`src/rtl/i2c_pkg.sv`:
```
// Shared definitions for the byte-level I2C master: op encodings, FSM states,
// default prescale and the per-quarter pad drive table.
package i2c_pkg;

  typedef enum logic [1:0] {
    I2C_START = 2'd0,
    I2C_WRITE = 2'd1,
    I2C_READ  = 2'd2,
    I2C_STOP  = 2'd3
  } i2c_mode_t;

  typedef enum logic [1:0] {
    IDLE,
    RUN,
    DONE
  } i2c_state_t;

  localparam int QDIV_DEFAULT = 10;
  localparam logic [3:0] ACK_BIT = 4'd8;

  // {scl_oe, sda_oe} for quarter q of an op; d is the SDA drive of the current bit
  function automatic logic [1:0] quarter_drive(i2c_mode_t op, logic [1:0] q, logic d);
    logic [1:0] r;
    r = 2'b00;
    case (op)
      I2C_START: begin
        case (q)
          2'd0, 2'd1: r = 2'b00;
          2'd2:       r = 2'b01;
          default:    r = 2'b11;
        endcase
      end
      I2C_STOP: begin
        case (q)
          2'd0:       r = 2'b11;
          2'd1, 2'd2: r = 2'b01;
          default:    r = 2'b00;
        endcase
      end
      default: r = {(q == 2'd0) || (q == 2'd3), d};
    endcase
    return r;
  endfunction

  // SDA pull-down for bit b of a byte op: data bits on WRITE, ACK slot on READ
  function automatic logic bit_drive(i2c_mode_t op, logic [3:0] b, logic msb, logic ack);
    logic r;
    r = 1'b0;
    if (op == I2C_WRITE && b < ACK_BIT)
      r = ~msb;
    else if (op == I2C_READ && b == ACK_BIT)
      r = ack;
    return r;
  endfunction

endpackage

```
`src/rtl/i2c_if.sv`:
```
// Host-side request/response and pad signals of the I2C master.
// The master modport is the core's view; slave is the host/pad side.
interface i2c_if import i2c_pkg::*; ();

  logic       start;
  i2c_mode_t  mode;
  logic [7:0] tx_data;
  logic       ack_in;
  logic       done;
  logic       busy;
  logic [7:0] rx_data;
  logic       ack_out;
  logic       scl_oe;
  logic       sda_oe;
  logic       sda_i;

  modport master (
    input  start, mode, tx_data, ack_in, sda_i,
    output done, busy, rx_data, ack_out, scl_oe, sda_oe
  );

  modport slave (
    output start, mode, tx_data, ack_in, sda_i,
    input  done, busy, rx_data, ack_out, scl_oe, sda_oe
  );

endinterface

```
`src/rtl/i2c_qtick.sv`:
```
// Quarter-SCL-period prescaler: tick is high on the last cycle of each
// QDIV-cycle phase; restart realigns the phase to the following cycle.
module i2c_qtick #(
  parameter int QDIV = 10
) (
  input  logic sys_clk,
  input  logic sys_rst,
  input  logic restart,
  output logic tick
);

  localparam int CW = $clog2(QDIV);
  localparam logic [CW-1:0] LAST = CW'(QDIV - 1);

  logic [CW-1:0] cnt;

  always_ff @(posedge sys_clk) begin
    if (sys_rst || restart || cnt == LAST)
      cnt <= '0;
    else
      cnt <= cnt + CW'(1);
  end

  assign tick = (cnt == LAST);

endmodule

```
`src/rtl/i2c_master.sv`:
```
// Byte-level I2C master: one START, WRITE, READ or STOP per accepted request,
// driving open-drain SCL/SDA enables in quarter-period steps.
module i2c_master import i2c_pkg::*; #(
  parameter int QDIV = QDIV_DEFAULT
) (
  input  logic   sys_clk,
  input  logic   sys_rst,
  i2c_if.master  bus
);

  i2c_state_t state;
  i2c_mode_t  op;
  logic [1:0] qidx;
  logic [3:0] bidx;
  logic [7:0] sreg;
  logic       ack_l;

  logic       tick;
  logic       accept;
  logic       byte_op;
  logic       last_q;
  logic       smp;
  logic [3:0] nb;
  logic       nd;

  assign accept = (state != RUN) && bus.start;

  i2c_qtick #(.QDIV(QDIV)) u_qtick (
    .sys_clk (sys_clk),
    .sys_rst (sys_rst),
    .restart (accept),
    .tick    (tick)
  );

  assign byte_op = (op == I2C_WRITE) || (op == I2C_READ);
  assign last_q  = (qidx == 2'd3) && (!byte_op || bidx == ACK_BIT);
  // An undriven or unknown pad reads as released, i.e. NACK / data 1
  assign smp     = (bus.sda_i === 1'b0) ? 1'b0 : 1'b1;
  assign nb      = (qidx == 2'd3) ? bidx + 4'd1 : bidx;
  assign nd      = (qidx == 2'd3) ? bit_drive(op, nb, sreg[7], ack_l) : bus.sda_oe;

  // sreg serves both directions: WRITE shifts its MSB out, READ shifts samples in
  always_ff @(posedge sys_clk) begin
    if (sys_rst) begin
      state       <= IDLE;
      op          <= I2C_START;
      qidx        <= '0;
      bidx        <= '0;
      sreg        <= '0;
      ack_l       <= 1'b0;
      bus.done    <= 1'b0;
      bus.busy    <= 1'b0;
      bus.rx_data <= '0;
      bus.ack_out <= 1'b0;
      bus.scl_oe  <= 1'b0;
      bus.sda_oe  <= 1'b0;
    end else begin
      bus.done <= 1'b0;
      case (state)
        RUN: begin
          if (tick) begin
            if (last_q) begin
              state    <= DONE;
              bus.done <= 1'b1;
              bus.busy <= 1'b0;
              if (op == I2C_READ)
                bus.rx_data <= sreg;
            end else begin
              qidx <= qidx + 2'd1;
              bidx <= nb;
              {bus.scl_oe, bus.sda_oe} <= quarter_drive(op, qidx + 2'd1, nd);
              if (byte_op && qidx == 2'd2) begin
                if (bidx < ACK_BIT)
                  sreg <= {sreg[6:0], smp};
                else if (op == I2C_WRITE)
                  bus.ack_out <= ~smp;
              end
            end
          end
        end
        default: begin
          state <= IDLE;
          if (bus.start) begin
            state    <= RUN;
            op       <= bus.mode;
            sreg     <= bus.tx_data;
            ack_l    <= bus.ack_in;
            qidx     <= '0;
            bidx     <= '0;
            bus.busy <= 1'b1;
            {bus.scl_oe, bus.sda_oe} <= quarter_drive(bus.mode, 2'd0,
                bit_drive(bus.mode, 4'd0, bus.tx_data[7], bus.ack_in));
          end
        end
      endcase
    end
  end

endmodule

```
`src/flat_wrapper.sv`:
```
// flat-port wrapper written by rule: the top's interface ports become plain ports
module i2c_master_flat import i2c_pkg::*;
#(
  parameter int QDIV = QDIV_DEFAULT
)
  (sys_clk, sys_rst, bus_start, bus_mode, bus_tx_data, bus_ack_in, bus_sda_i, bus_done, bus_busy, bus_rx_data, bus_ack_out, bus_scl_oe, bus_sda_oe);
  i2c_if bus_i ();
  input  logic sys_clk;
  input  logic sys_rst;
  input wire logic [$bits(bus_i.start)-1:0] bus_start;
  input wire logic [$bits(bus_i.mode)-1:0] bus_mode;
  input wire logic [$bits(bus_i.tx_data)-1:0] bus_tx_data;
  input wire logic [$bits(bus_i.ack_in)-1:0] bus_ack_in;
  input wire logic [$bits(bus_i.sda_i)-1:0] bus_sda_i;
  output wire logic [$bits(bus_i.done)-1:0] bus_done;
  output wire logic [$bits(bus_i.busy)-1:0] bus_busy;
  output wire logic [$bits(bus_i.rx_data)-1:0] bus_rx_data;
  output wire logic [$bits(bus_i.ack_out)-1:0] bus_ack_out;
  output wire logic [$bits(bus_i.scl_oe)-1:0] bus_scl_oe;
  output wire logic [$bits(bus_i.sda_oe)-1:0] bus_sda_oe;
  assign bus_i.start = bus_start;
  assign bus_i.mode = bus_mode;
  assign bus_i.tx_data = bus_tx_data;
  assign bus_i.ack_in = bus_ack_in;
  assign bus_i.sda_i = bus_sda_i;
  assign bus_done = bus_i.done;
  assign bus_busy = bus_i.busy;
  assign bus_rx_data = bus_i.rx_data;
  assign bus_ack_out = bus_i.ack_out;
  assign bus_scl_oe = bus_i.scl_oe;
  assign bus_sda_oe = bus_i.sda_oe;
  i2c_master #(.QDIV(QDIV)) u_core (.sys_clk(sys_clk), .sys_rst(sys_rst), .bus(bus_i));
endmodule
```
`config.mk`:
```
export PLATFORM = sky130hd
export DESIGN_NAME = i2c_master_flat
export DESIGN_NICKNAME = d
export VERILOG_FILES = /design/src/rtl/i2c_pkg.sv /design/src/rtl/i2c_if.sv /design/src/rtl/i2c_qtick.sv /design/src/rtl/i2c_master.sv /design/src/flat_wrapper.sv
export SDC_FILE = /design/constraint.sdc
export NUM_CORES = 1
export LEC_CHECK = 0
export BUFFER_PORTS_ARGS = -buffer_cell sky130_fd_sc_hd__buf_2
export CAP_MARGIN = 10
export CORE_MARGIN = 4
export CORE_UTILIZATION = 60
export DETAILED_ROUTE_END_ITERATION = 8
export GPL_TIMING_DRIVEN = 0
export HOLD_SLACK_MARGIN = 0.12
export MAX_ROUTING_LAYER = met4
export PLACE_DENSITY = 0.84
export SETUP_SLACK_MARGIN = 0.2
export SYNTH_ARGS = -nofsm -noshare
export SYNTH_HDL_FRONTEND = slang
export SYNTH_SLANG_ARGS = --single-unit
```
`constraint.sdc`:
```
create_clock -name sys_clk -period 4.2 [get_ports sys_clk]
set_clock_uncertainty 0.05 [all_clocks]
set_input_delay 0.63 -clock sys_clk [delete_from_list [all_inputs] [get_ports sys_clk]]
set_output_delay 0.63 -clock sys_clk [all_outputs]
set_load 0.05 [all_outputs]
```
==> results.sh <==
export IMPL_grt_pass1_vias=1452
export IMPL_syn_to_final_growth_pct=13.2
export IMPL_cts_setup_buffers=0
export IMPL_htreeDepth=2
export IMPL_gr_usage_all_layers_pct=22.0
export IMPL_fp_coreArea_mm2=0.00281
export IMPL_clkTransAtPathRegs_ps=110
export IMPL_drive_gt1_share_pct=17.4
export IMPL_synth_simple_area_share_pct=22.3
export IMPL_die_h_um=62.7
export IMPL_cp_max_fo=10
export IMPL_nets=271
export IMPL_clock_latency_ps=340
export IMPL_dp_slack_ps=1630
export IMPL_tritoncts="done"
export IMPL_fin_setup_tns_ps=0
export IMPL_drt_iter0_markers=115
export IMPL_p_int_uw=464
export IMPL_synth_xor_area_share_pct=2.44
export IMPL_yosysWarnings=0
export IMPL_grt_pass1_wl_mm=6.62
export IMPL_p_leak_nw=0.929
export IMPL_dp_final_hpwl_mm=2.86
export IMPL_rsz0062_at_grt="false"
export IMPL_worstPathRequired_ps=4410
export IMPL_dr_pass1_iters=4
export IMPL_synth_compound_area_share_pct=15.3
export IMPL_dr_wl_met3_um=212
export IMPL_fin_crit_ps=2610
export IMPL_fin_crit_sh_pct=62.1
export IMPL_ys_seq_area_share_pct=40.1
export IMPL_cp_arrival_ps=2820
export IMPL_crit_path_start_kind="flop"
export IMPL_synth_edf_count=0
export IMPL_cts_resized_gates=0
export IMPL_sequentialPowerShare_pct=56.9
export IMPL_fmax_mhz=384
export IMPL_status="complete, no violations"
export IMPL_syn_area_mm2=0.00180
export IMPL_start_util_pct=64.0
export IMPL_synth_seq_cells=36
export IMPL_syn_avg_cell_area_um2=8.68
export IMPL_synth_top_family_by_area="simple AND/OR/NAND/NOR gates"
export IMPL_slew_violations=0
export IMPL_synth_area_mux_share_pct=4.46
export IMPL_p_switching_uw=174
export IMPL_relSlewSlack_pct=63.2
export IMPL_yosys_area_top_type_share_pct=40.1
export IMPL_n_antenna_cell=0
export IMPL_grt_overflow_total=0
export IMPL_wl_mm=3.91
export IMPL_synth_fa_ha_area_share_pct=10.4
export IMPL_comb_power_share_pct=12.3
export IMPL_wl_met2_mm=1.79
export IMPL_grt_max_degree=12
export IMPL_power_density_mw_per_mm2=314
export IMPL_path_class="reg2reg"
export IMPL_finalWorstSetupSlack_ps=1590
export IMPL_ios=28
export IMPL_antenna_found_initial=0
export IMPL_top_layer="met4"
export IMPL_drtAntennaViolNets=0
export IMPL_async_reset_ff_share_pct=0
export IMPL_clockPowerShare_pct=30.8
export IMPL_drt_met1_wl_mm=1.85
export IMPL_syn_nets=237
export IMPL_vias=1554
export IMPL_endpoint_kind="flop"
export IMPL_yosysTopAreaCell="dfxtp_1"
export IMPL_synth_distinct_cells=39
export IMPL_hold_violations=0
export IMPL_hold_path_class="reg2reg"
export IMPL_cts_hold_buffers=0
export IMPL_row_count=19
export IMPL_wl_per_cell_um=14.3
export IMPL_cts_sinks=36
export IMPL_irDropWorstVdd_v=0.000235
export IMPL_cts_root_buf="clkbuf_4"
export IMPL_dieArea_mm2=0.00393
export IMPL_switching_share_pct=27.3
export IMPL_vias_per_cell=5.69
export IMPL_setup_viol=0
export IMPL_gp_congestion=0.862
export IMPL_worst_slew_pin_transition_ps=552
export IMPL_synth_ff_type="dfxtp_1"
export IMPL_cts_path_max_buffers=2
export IMPL_post_route_drc_count=0
export IMPL_die_w_um=62.7
export IMPL_synthCells=207
export IMPL_synth_area_leaders="dfxtp_1 (40%), ha_1 (10%), nand2_1 (6.7%)"
export IMPL_cts_buffers=5
export IMPL_port_buffers=27
export IMPL_drv_cap=0
kinds of logic (layout without fill, tap and decap cells):
group	Yosys count	after routing
simple gates	86	86
xor+xnor	5	5
buf+inv	21	56
compound gates	36	36
mux	8	8
flops	36	36
fa+ha+maj	15	15
cell usage in the layout, fill, tap and decap left out, drive strengths merged, types with 2 or more instances in the layout:
master,netlist,layout
and2,2,2
nor2,28,28
xor2,3,3
and4b,2,2
a311oi,8,8
dfxtp,36,36
nor4,2,2
nand3,6,6
mux2i,8,8
clkbuf,6,13
o21a,2,2
a31oi,2,2
nor2b,5,5
o21ai,3,3
a21oi,12,12
ha,15,15
nor3,2,2
nand3b,2,2
inv,12,12
buf,3,30
nand2,32,32
nand2b,2,2
xnor2,2,2
final cells by class:
class                           count  area (um^2)
Multi-Input combinational cell    150          987
Clock buffer                        7         55.1
Fill cell                         236          772
Clock inverter                      1         7.51
Tap cell                           31         38.8
Sequential cell                    36          721
Timing Repair Buffer               27          135
Buffer                              9         43.8
Inverter                           12         45.0
final timing paths:
check                                                    to  slack (ps)                 startpoint  cells past startpoint
worst max register to register  u_core.sreg[5]$_SDFFE_PP0P_        1590  u_core.op[0]$_SDFFE_PP0P_                      8
worst min register to register    u_core.ack_l$_SDFFE_PP0P_         420  u_core.ack_l$_SDFFE_PP0P_                      2
worst max-delay path            u_core.sreg[5]$_SDFFE_PP0P_        1590  u_core.op[0]$_SDFFE_PP0P_                      8
worst min-delay path              u_core.ack_l$_SDFFE_PP0P_         420  u_core.ack_l$_SDFFE_PP0P_                      2
synthesized netlist by cell type (3+ instances only):
master and n:
a21oi_1 12, a311oi_1 6, clkbuf_1 6, dfxtp_1 36, ha_1 15, inv_1 12
mux2i_1 8, nand2_1 32, nand3_1 6, nor2_1 28, nor2b_1 4, o21ai_0 3
xor2_1 3
stage by stage:
step	cell area, um^2	std cells	power [mW]	hold WS [ps]	util (%)
final	2030	273	0.638	417	72.5
after global routing	2030	273	0.670	425	72.5
after CTS	2030	273	0.640	421	72.5
after detailed placement	1970	265	0.448	397	70.2
after global placement	1970	265	0.445	387	70.2
after floorplan	1800	207	0.423	383	-
flip-flops by register name, summed over array words and instances (netlist names):
signal              cells
u_core.bus.done         1
u_core.op               2
u_core.bus.scl_oe       1
u_core.sreg             8
u_core.bus.rx_data      8
u_core.bus.ack_out      1
u_core.ack_l            1
u_core.bus.sda_oe       1
u_core.bus.busy         1
u_core.u_qtick.cnt      4
u_core.qidx             2
u_core.bidx             4
u_core.state            2
power by group through the flow:
| stage | registers [mW] | logic (mW) | clock network (mW) |
|---|---|---|---|
| floorplan | 0.375 | 0.0475 | 0 |
| global placement | 0.370 | 0.0752 | 0 |
| detailed placement | 0.370 | 0.0774 | 0 |
| CTS | 0.363 | 0.0780 | 0.199 |
| global route | 0.365 | 0.0872 | 0.217 |
| finish | 0.363 | 0.0785 | 0.197 |
critical path, stage by stage, from the launching register on:
cell      delay, ps
dfxtp_1         400
inv_1            80
ha_1            440
nor2b_4          70
or4_4           580
o31ai_4         410
buf_6           200
nor2_1           60
a311oi_2        230
layer usage:
| metal | track usage (%) | vias up |
|---|---|---|
| li1 | - | 779 |
| met1 | 27.9 | 727 |
| met2 | 34.5 | 41 |
| met3 | 4.50 | 7 |
| met4 | 8.54 | 0 |
| met5 | - | - |
(Power assumes the default switching activity.)
